### config.mk
export PLATFORM = sky130hd
export DESIGN_NAME = tmds_channel_receiver
export DESIGN_NICKNAME = d
export VERILOG_FILES = /design/src/rtl/tmds_channel_receiver.sv
export SDC_FILE = /design/constraint.sdc
export NUM_CORES = 1
export LEC_CHECK = 0
export CAP_MARGIN = 20
export CORE_ASPECT_RATIO = 1.75
export CORE_MARGIN = 2
export CORE_UTILIZATION = 55
export CTS_BUF_LIST = sky130_fd_sc_hd__clkbuf_4 sky130_fd_sc_hd__clkbuf_8 sky130_fd_sc_hd__clkbuf_16
export DETAILED_ROUTE_END_ITERATION = 10
export PLACE_DENSITY_LB_ADDON = 0.05
export SLEW_MARGIN = 20
export SYNTH_ARGS = -nofsm -noshare
export SYNTH_HDL_FRONTEND = slang
export SYNTH_SLANG_ARGS = --single-unit
### constraint.sdc
create_clock -name sr_clk -period 3.68 [get_ports sr_clk]
set_input_delay 1.104 -clock sr_clk [delete_from_list [all_inputs] [get_ports sr_clk]]
set_output_delay 1.104 -clock sr_clk [all_outputs]
set_load 0.02 [all_outputs]
### src/rtl/tmds_channel_receiver.sv
// TMDS lane receiver: bit-serial deserialiser, control-token word alignment and
// 8b/10b TMDS decode. One serial bit is sampled on every sr_clk rising edge.
module tmds_channel_receiver #(
    parameter int unsigned LOCK_COUNT   = 4,
    parameter int unsigned MAX_DATA_RUN = 1024
) (
    input  logic       sr_clk,
    input  logic       n_rst,
    input  logic       serial_in,
    output logic       word_valid,
    output logic [7:0] data_out,
    output logic       de,
    output logic [1:0] ctrl,
    output logic       locked,
    output logic       lock_lost
);

    localparam logic [3:0]  LockCountW = 4'(LOCK_COUNT);
    localparam logic [11:0] MaxRunW    = 12'(MAX_DATA_RUN);

    typedef enum logic [1:0] {
        StSearch,
        StVerify,
        StLocked
    } state_e;

    state_e      state_q, state_d;
    // Oldest window bit is consumed in the same edge it would be shifted out, so only
    // bits 9:1 of the 10-bit window need to be stored.
    logic [9:1]  window_q;
    logic [9:0]  window_d;
    logic [3:0]  phase_q, phase_d;
    logic [3:0]  lock_cnt_q, lock_cnt_d;
    logic [11:0] run_cnt_q, run_cnt_d;
    logic        word_valid_q, word_valid_d;
    logic [7:0]  data_q, data_d;
    logic        de_q, de_d;
    logic [1:0]  ctrl_q, ctrl_d;
    logic        locked_q, locked_d;
    logic        lock_lost_q, lock_lost_d;

    logic        is_token;
    logic [1:0]  tok_code;
    logic [7:0]  w_inv;
    logic [7:0]  dec;
    logic        boundary;

    assign window_d = {serial_in, window_q[9:1]};
    assign boundary = (phase_q == 4'd9);

    always_comb begin
        is_token = 1'b1;
        tok_code = 2'b00;
        case (window_d)
            10'h354: tok_code = 2'b00;
            10'h0AB: tok_code = 2'b01;
            10'h154: tok_code = 2'b10;
            10'h2AB: tok_code = 2'b11;
            default: is_token = 1'b0;
        endcase
    end

    always_comb begin
        w_inv  = window_d[9] ? ~window_d[7:0] : window_d[7:0];
        dec    = 8'h00;
        dec[0] = w_inv[0];
        for (int i = 1; i < 8; i++) begin
            dec[i] = window_d[8] ? (w_inv[i] ^ w_inv[i-1]) : ~(w_inv[i] ^ w_inv[i-1]);
        end
    end

    always_comb begin
        state_d      = state_q;
        phase_d      = boundary ? 4'd0 : phase_q + 4'd1;
        lock_cnt_d   = lock_cnt_q;
        run_cnt_d    = run_cnt_q;
        word_valid_d = 1'b0;
        data_d       = data_q;
        de_d         = de_q;
        ctrl_d       = ctrl_q;
        locked_d     = locked_q;
        lock_lost_d  = 1'b0;

        case (state_q)
            StSearch: begin
                if (is_token) begin
                    phase_d    = 4'd0;
                    lock_cnt_d = 4'd1;
                    state_d    = StVerify;
                end
            end
            StVerify: begin
                if (boundary) begin
                    if (is_token) begin
                        lock_cnt_d = lock_cnt_q + 4'd1;
                        if (lock_cnt_q + 4'd1 == LockCountW) begin
                            state_d   = StLocked;
                            locked_d  = 1'b1;
                            run_cnt_d = 12'd0;
                        end
                    end else begin
                        lock_cnt_d = 4'd0;
                        state_d    = StSearch;
                    end
                end
            end
            StLocked: begin
                if (boundary) begin
                    if (is_token) begin
                        word_valid_d = 1'b1;
                        de_d         = 1'b0;
                        ctrl_d       = tok_code;
                        data_d       = 8'h00;
                        run_cnt_d    = 12'd0;
                    end else if (run_cnt_q + 12'd1 == MaxRunW) begin
                        // Too long without a token: assume slipped alignment, drop this word.
                        state_d     = StSearch;
                        locked_d    = 1'b0;
                        lock_lost_d = 1'b1;
                        run_cnt_d   = 12'd0;
                        lock_cnt_d  = 4'd0;
                    end else begin
                        word_valid_d = 1'b1;
                        de_d         = 1'b1;
                        ctrl_d       = 2'b00;
                        data_d       = dec;
                        run_cnt_d    = run_cnt_q + 12'd1;
                    end
                end
            end
            default: begin
                state_d = StSearch;
            end
        endcase
    end

    always_ff @(posedge sr_clk or negedge n_rst) begin
        if (!n_rst) begin
            state_q      <= StSearch;
            window_q     <= '0;
            phase_q      <= 4'd0;
            lock_cnt_q   <= 4'd0;
            run_cnt_q    <= 12'd0;
            word_valid_q <= 1'b0;
            data_q       <= 8'h00;
            de_q         <= 1'b0;
            ctrl_q       <= 2'b00;
            locked_q     <= 1'b0;
            lock_lost_q  <= 1'b0;
        end else begin
            state_q      <= state_d;
            window_q     <= window_d[9:1];
            phase_q      <= phase_d;
            lock_cnt_q   <= lock_cnt_d;
            run_cnt_q    <= run_cnt_d;
            word_valid_q <= word_valid_d;
            data_q       <= data_d;
            de_q         <= de_d;
            ctrl_q       <= ctrl_d;
            locked_q     <= locked_d;
            lock_lost_q  <= lock_lost_d;
        end
    end

    assign word_valid = word_valid_q;
    assign data_out   = data_q;
    assign de         = de_q;
    assign ctrl       = ctrl_q;
    assign locked     = locked_q;
    assign lock_lost  = lock_lost_q;

endmodule
==> results of run 1 <==
## cell usage after synthesis (all sizes together), types with 3 or more instances
cell type,instances,area [um2]
or4,5,37.5
o2bb2ai,3,26.3
a21oi,11,58.8
mux2,3,33.8
inv,10,37.5
nand3,9,50.1
a22o,9,78.8
nor2b,4,25.0
a21o,4,30.0
nand2,13,48.8
or3,3,18.8
nand2b,4,25.0
a22oi,4,30.0
clkbuf,6,22.5
nor3,10,50.1
buf,6,36.3
xnor2,8,70.1
nor2,7,26.3
nand4,7,50.1
and2,6,37.5
xor2,6,52.6
o31ai,3,22.5
dfrtp,45,1130
a211o,4,35.0
ha,8,100
o21ai,12,60.1
nor4,4,25.0
## worst paths after layout
| check | startpoint | endpoint |
|---|---|---|
| worst max-delay path | run_cnt_q[0]$_DFFE_PN0P_ | ctrl[1]$_DFFE_PN0P_ |
| worst min-delay path | window_q[2]$_DFF_PN0_ | window_q[1]$_DFF_PN0_ |
| worst max register to register | run_cnt_q[0]$_DFFE_PN0P_ | ctrl[1]$_DFFE_PN0P_ |
| worst min register to register | window_q[2]$_DFF_PN0_ | window_q[1]$_DFF_PN0_ |
| max in group asynchronous | n_rst | run_cnt_q[10]$_DFFE_PN0P_ |
| min in group asynchronous | n_rst | run_cnt_q[11]$_DFFE_PN0P_ |
## per-layer routing
metal  vias up  wire (um)  share of wire  global-route usage
li1        941          -              -                   -
met1      1007       2110           0.38               0.280
met2        26       3220           0.58               0.446
met3        12        114          0.021              0.0387
met4         0        116          0.021              0.0833
met5         -          0              0                   0
## registers in the layout (all words and copies together), names as in the netlist
register / count
locked: 1
phase_q: 4
run_cnt_q: 12
de: 1
ctrl: 2
state_q: 2
data_out: 8
word_valid: 1
window_q: 9
lock_lost: 1
lock_cnt_q: 4
## layout make-up
cell class              instances  area (um2)  area share
clock buffers                   6        76.3      0.0279
clock inverters                 2        10.0     0.00365
inverters                      10        37.5      0.0137
multi-input cells             178        1260       0.460
flip-flops and latches         45        1130       0.411
well taps                      51        63.8      0.0233
repair buffers                 17         165      0.0603
## stage by stage
| stage | cell area [um2] | hold slack [ns] | setup slack [ns] |
|---|---|---|---|
| floorplan | 2480 | 0.352 | 1.13 |
| global placement | 2650 | 0.426 | 0.743 |
| detailed placement | 2650 | 0.432 | 0.679 |
| CTS | 2740 | 0.450 | 0.642 |
| global route | 2740 | 0.470 | 0.456 |
| finish | 2740 | 0.446 | 0.588 |
## power groups by stage
stage / Sequential, mW / Clock, mW / Combinational (mW)
after floorplan: 0.570 / 0 / 0.187
after global placement: 0.580 / 0 / 0.246
after detailed placement: 0.581 / 0 / 0.248
after CTS: 0.571 / 0.306 / 0.250
after global routing: 0.579 / 0.327 / 0.282
final: 0.572 / 0.298 / 0.251
## cells by family after synthesis
| logic type | count (synthesis) |
|---|---|
| AOI/OAI and AO/OA | 69 |
| xor gates and xnor gates | 14 |
| adders and majority gates | 8 |
| buffers and inverters | 22 |
| DFF | 45 |
| muxes | 4 |
| and+or+nand+nor | 83 |
## critical path: cells and delay by family, from the launching register on
family | cells | cell delay, ns
DFF | 1 | 0.45
AOI/OAI and AO/OA | 2 | 0.38
buffers and inverters | 1 | 0.21
adders and majority gates | 1 | 0.28
and+or+nand+nor | 3 | 1.31
muxes | 1 | 0.34
==> impl_metrics.env, run 1 <==
export IMPL_status="complete, no violations"
export IMPL_cts_buffers=5
export IMPL_routed_via_count=1986
export IMPL_end_kind="register"
export IMPL_synth_seq_area_share=0.454
export IMPL_syn_num_nets=256
export IMPL_cts_root_buf="clkbuf_8"
export IMPL_synthesis_instances=245
export IMPL_critPathLaunchType="register"
export IMPL_initial_utilization=0.569
export IMPL_cp_max_fo=16
export IMPL_cp_required_ns=3.87
export IMPL_finalHoldViolCount=0
export IMPL_min_path_type="register to register"
export IMPL_finalSetupViolCount=0
export IMPL_seq_power_share=0.510
export IMPL_rsz0062_at_grt="no"
export IMPL_die_y_um=92.9
export IMPL_syn_avg_cell_area_um2=10.1
export IMPL_criticalPathCategory="register to register"
export IMPL_path_clk_slew_ns=0.08
export IMPL_antenna_found_initial=0
export IMPL_p_sw_frac=0.310
export IMPL_layout_commonest_cell="dfrtp_1"
export IMPL_fillCellCount=385
export IMPL_post_route_period_util=0.840
export IMPL_ctsHoldBuffers=0
export IMPL_fin_cells=309
export IMPL_rrSetupSlack_ns=0.59
export IMPL_routed_wl_mm=5.56
export IMPL_switchingPower_mw=0.348
export IMPL_ant_nets=0
export IMPL_power_internal_mw=0.773
export IMPL_grt_pass1_wl_mm=9.16
export IMPL_wl_per_cell_um=18.0
export IMPL_critPathMaxStageDelay_ns=0.68
export IMPL_hold_path_cell_count=0
export IMPL_diodes=0
export IMPL_async_reset_ff_frac=1.00
export IMPL_synth_cell_types=58
export IMPL_cap_viol_max_count=0
export IMPL_layout_min_cycle_time_ns=3.09
export IMPL_slowest_stage="or4_1"
export IMPL_synth_seq_cells=45
export IMPL_drive_above_1_share=0.0736
export IMPL_dieWidth_um=54.8
export IMPL_synthXorXnorAreaFrac=0.0494
export IMPL_setup_tns_final_ns=0
export IMPL_relSlewSlack=0.549
export IMPL_dp_cells=301
export IMPL_ff2ff_path_depth=8
export IMPL_clk_path_buf_depth=2
export IMPL_worstMarginPinSlew_ns=0.676
export IMPL_syn_area_um2=2480
export IMPL_cellLeakagePower_nw=1.19
export IMPL_grt_start_max_net_pins=46
export IMPL_area_delta_synth_final_pct=10.3
export IMPL_overflow=0
export IMPL_path_cells="ha_1, nand2_1, nor4_1, o32ai_1, or4_1, o21ai_1, buf_4, mux2_2"
export IMPL_dp_hpwl_mm=4.09
export IMPL_ys_flop_type="dfrtp_1"
export IMPL_drc=0
export IMPL_portBuffers=16
export IMPL_power_density_nw_per_um2=409
export IMPL_total_power_mw=1.12
export IMPL_clk_latency_ns=0.29
export IMPL_final_cell_mix="dfrtp_1 (45), clkdlybuf4s50_1 (15), nand2_1 (13)"
export IMPL_cp_data_arrival_time_ns=3.28
export IMPL_post_cts_setup_buffers=0
export IMPL_synth_edf_count=0
export IMPL_drv_slew=0
export IMPL_yosys_area_share_adder=0.0403
export IMPL_nNetsFinal=268
export IMPL_clock_sinks=45
export IMPL_synthMuxAreaShare=0.0176
export IMPL_fmax_ghz=0.323
export IMPL_gp_routability_congestion=0.860
export IMPL_grt_pass1_vias=1898
export IMPL_fp_row_count=32
export IMPL_p_clk_frac=0.266
export IMPL_dieArea_um2=5090
export IMPL_postCtsResizedCells=0
export IMPL_detail_route_iter0_violations=58
export IMPL_synth_compound_area_share=0.205
export IMPL_skew_ns=0.00527
export IMPL_ioPinCount=17
export IMPL_grt_usage=0.248
export IMPL_cts_tree="yes"
export IMPL_synth_top_family_by_area="compound AO/OA/AOI/OAI gates"
export IMPL_yosys_warnings=0
export IMPL_synthSimpleGateAreaFrac=0.196
export IMPL_via_per_inst=6.43
export IMPL_fin_util=0.628
export IMPL_vdd_drop_max_v=0.000392
export IMPL_combPwrFrac=0.224
export IMPL_firstDrtPassIters=4
export IMPL_htreeDepth=2
export IMPL_core_area_um2=4360
Power figures use the tool's default switching activity.
==> run 2, diff against run 1 <==
Settings changed: CORE_UTILIZATION 55 to 53.
Clock period 3.68 ns to 2.8 ns, I/O delays scaled along.
==> run 2 against run 1 <==
Combinational power increased by 37%. First-iteration DRC count is 17% lower. Final area up 7.6%.
==> impl_metrics.env, run 2 (synthesized netlist as in run 1, its figures left out) <==
export IMPL_overflow=0
export IMPL_crit_family="simple AND/OR/NAND/NOR gates"
export IMPL_end_kind="register"
export IMPL_detail_route_iter0_violations=48
export IMPL_reg2reg_from="run_cnt_q[0]$_DFFE_PN0P_"
export IMPL_min_to="window_q[7]$_DFF_PN0_"
export IMPL_switchingPower_mw=0.465
export IMPL_fp_row_count=33
export IMPL_gp_routability_congestion=0.881
export IMPL_min_path_type="register to register"
export IMPL_firstDrtPassIters=4
export IMPL_cts_root_buf="clkbuf_8"
export IMPL_post_route_period_util=0.951
export IMPL_hp_start="window_q[8]$_DFF_PN0_"
export IMPL_p_sw_frac=0.291
export IMPL_critPathMaxStageDelay_ns=0.41
export IMPL_cp_required_ns=2.98
export IMPL_antenna_found_initial=0
export IMPL_drv_slew=0
export IMPL_clock_sinks=45
export IMPL_seq_power_share=0.467
export IMPL_layout_commonest_cell="dfrtp_1"
export IMPL_ioPinCount=17
export IMPL_final_cell_mix="dfrtp_1 (45), clkdlybuf4s50_1 (15), buf_4 (15)"
export IMPL_vdd_drop_max_v=0.000669
export IMPL_crit_cells=8
export IMPL_setup_tns_final_ns=0
export IMPL_fmax_ghz=0.375
export IMPL_cts_buffers=5
export IMPL_finalSetupViolCount=0
export IMPL_ff2ff_path_depth=8
export IMPL_dpl_cell_area_um2=2780
export IMPL_die_y_um=94.5
export IMPL_combPwrFrac=0.214
export IMPL_layout_min_cycle_time_ns=2.66
export IMPL_path_buf_inv=1
export IMPL_cp_max_fo=16
export IMPL_fin_cells=325
export IMPL_area_delta_synth_final_pct=18.8
export IMPL_clk_latency_ns=0.30
export IMPL_initial_utilization=0.542
export IMPL_nNetsFinal=283
export IMPL_power_internal_mw=1.13
export IMPL_skew_ns=0.00849
export IMPL_routed_wl_mm=5.65
export IMPL_via_per_inst=6.26
export IMPL_cellLeakagePower_nw=1.30
export IMPL_critPathLaunchType="register"
export IMPL_pre_cts_slack_ns=0.0608
export IMPL_dieWidth_um=55.7
export IMPL_slowest_stage="dfrtp_1"
export IMPL_regToRegEndpoint="state_q[0]$_DFFE_PN0P_"
export IMPL_grt_usage=0.231
export IMPL_relSlewSlack=0.607
export IMPL_dp_cells=317
export IMPL_ant_nets=0
export IMPL_grt_start_max_net_pins=46
export IMPL_status="complete, no violations"
export IMPL_path_clk_slew_ns=0.09
export IMPL_clk_path_buf_depth=2
export IMPL_top_register="run_cnt_q"
export IMPL_fin_util=0.643
export IMPL_ctsHoldBuffers=0
export IMPL_criticalPathCategory="register to register"
export IMPL_path_cells="ha_2, and2_1, nor4_2, o32ai_1, or4_1, buf_4, a221oi_2, mux2_1"
export IMPL_cap_viol_max_count=0
export IMPL_diodes=0
export IMPL_finalWorstSetupSlack_ns=0.136
export IMPL_portBuffers=16
export IMPL_cp_data_arrival_time_ns=2.85
export IMPL_grt_pass1_vias=2055
export IMPL_rrSetupSlack_ns=0.14
export IMPL_grt_pass1_wl_mm=9.54
export IMPL_power_density_nw_per_um2=543
export IMPL_dieArea_um2=5270
export IMPL_finalHoldViolCount=0
export IMPL_drc=0
export IMPL_total_power_mw=1.60
export IMPL_cts_tree="yes"
export IMPL_drive_above_1_share=0.150
export IMPL_core_area_um2=4580
export IMPL_largest_reg_flops=12
export IMPL_hold_path_cell_count=0
export IMPL_wl_per_cell_um=17.4
export IMPL_dp_hpwl_mm=4.06
export IMPL_finish_instance_area_um2=2950
export IMPL_routed_via_count=2036
export IMPL_htreeDepth=2
export IMPL_holdWs_ns=0.462
export IMPL_rsz0062_at_grt="no"
export IMPL_worstMarginPinSlew_ns=0.588
export IMPL_p_clk_frac=0.319
[run 2: cell types whose count changed in the layout (fill, tap and decap cells not counted), moves of 2 or more]
cell / before / now
nor4_1: 4 / 1
nor4_2: 0 / 2
clkinv_2: 2 / 0
buf_4: 2 / 15
o31ai_1: 3 / 1
o31ai_2: 0 / 2
[run 2: final cells by class]
class,instances,area [um2]
clock inverters,2,37.5
multi-input cells,178,1310
repair buffers,32,288
clock buffers,6,82.6
fillers,376,1640
flip-flops and latches,45,1130
well taps,52,65.1
inverters,10,37.5
[run 2: power groups by stage]
stage	logic (mW)	registers [mW]	clock network, mW
global placement	0.334	0.759	0
detailed placement	0.338	0.760	0
CTS	0.343	0.747	0.525
finish	0.343	0.747	0.510
global route	0.380	0.756	0.554
floorplan	0.246	0.750	0
[run 2: worst max path at each step]
| stage | slack [ns] | endpoint | from |
|---|---|---|---|
| after global routing | 0.02 | state_q[0]$_DFFE_PN0P_ | run_cnt_q[1]$_DFFE_PN0P_ |
| final | 0.14 | state_q[0]$_DFFE_PN0P_ | run_cnt_q[0]$_DFFE_PN0P_ |
| after CTS | 0.05 | state_q[0]$_DFFE_PN0P_ | run_cnt_q[0]$_DFFE_PN0P_ |
| after global placement | 0.12 | state_q[0]$_DFFE_PN0P_ | run_cnt_q[0]$_DFFE_PN0P_ |
| after floorplan | 0.25 | state_q[0]$_DFFE_PN0P_ | run_cnt_q[0]$_DFFE_PN0P_ |
| after detailed placement | 0.06 | state_q[0]$_DFFE_PN0P_ | run_cnt_q[1]$_DFFE_PN0P_ |
[run 2: what timing repair did]
action / in CTS / in global routing
setup endpoints to repair: 0 / 18
setup buffers: 0 / 0
resized for setup: 0 / 9
[run 2: routing by layer]
metal  share of wire  GRT usage
met1            0.41      0.273
met3           0.024     0.0329
met5               0          0
met2            0.53      0.411
met4           0.028      0.106
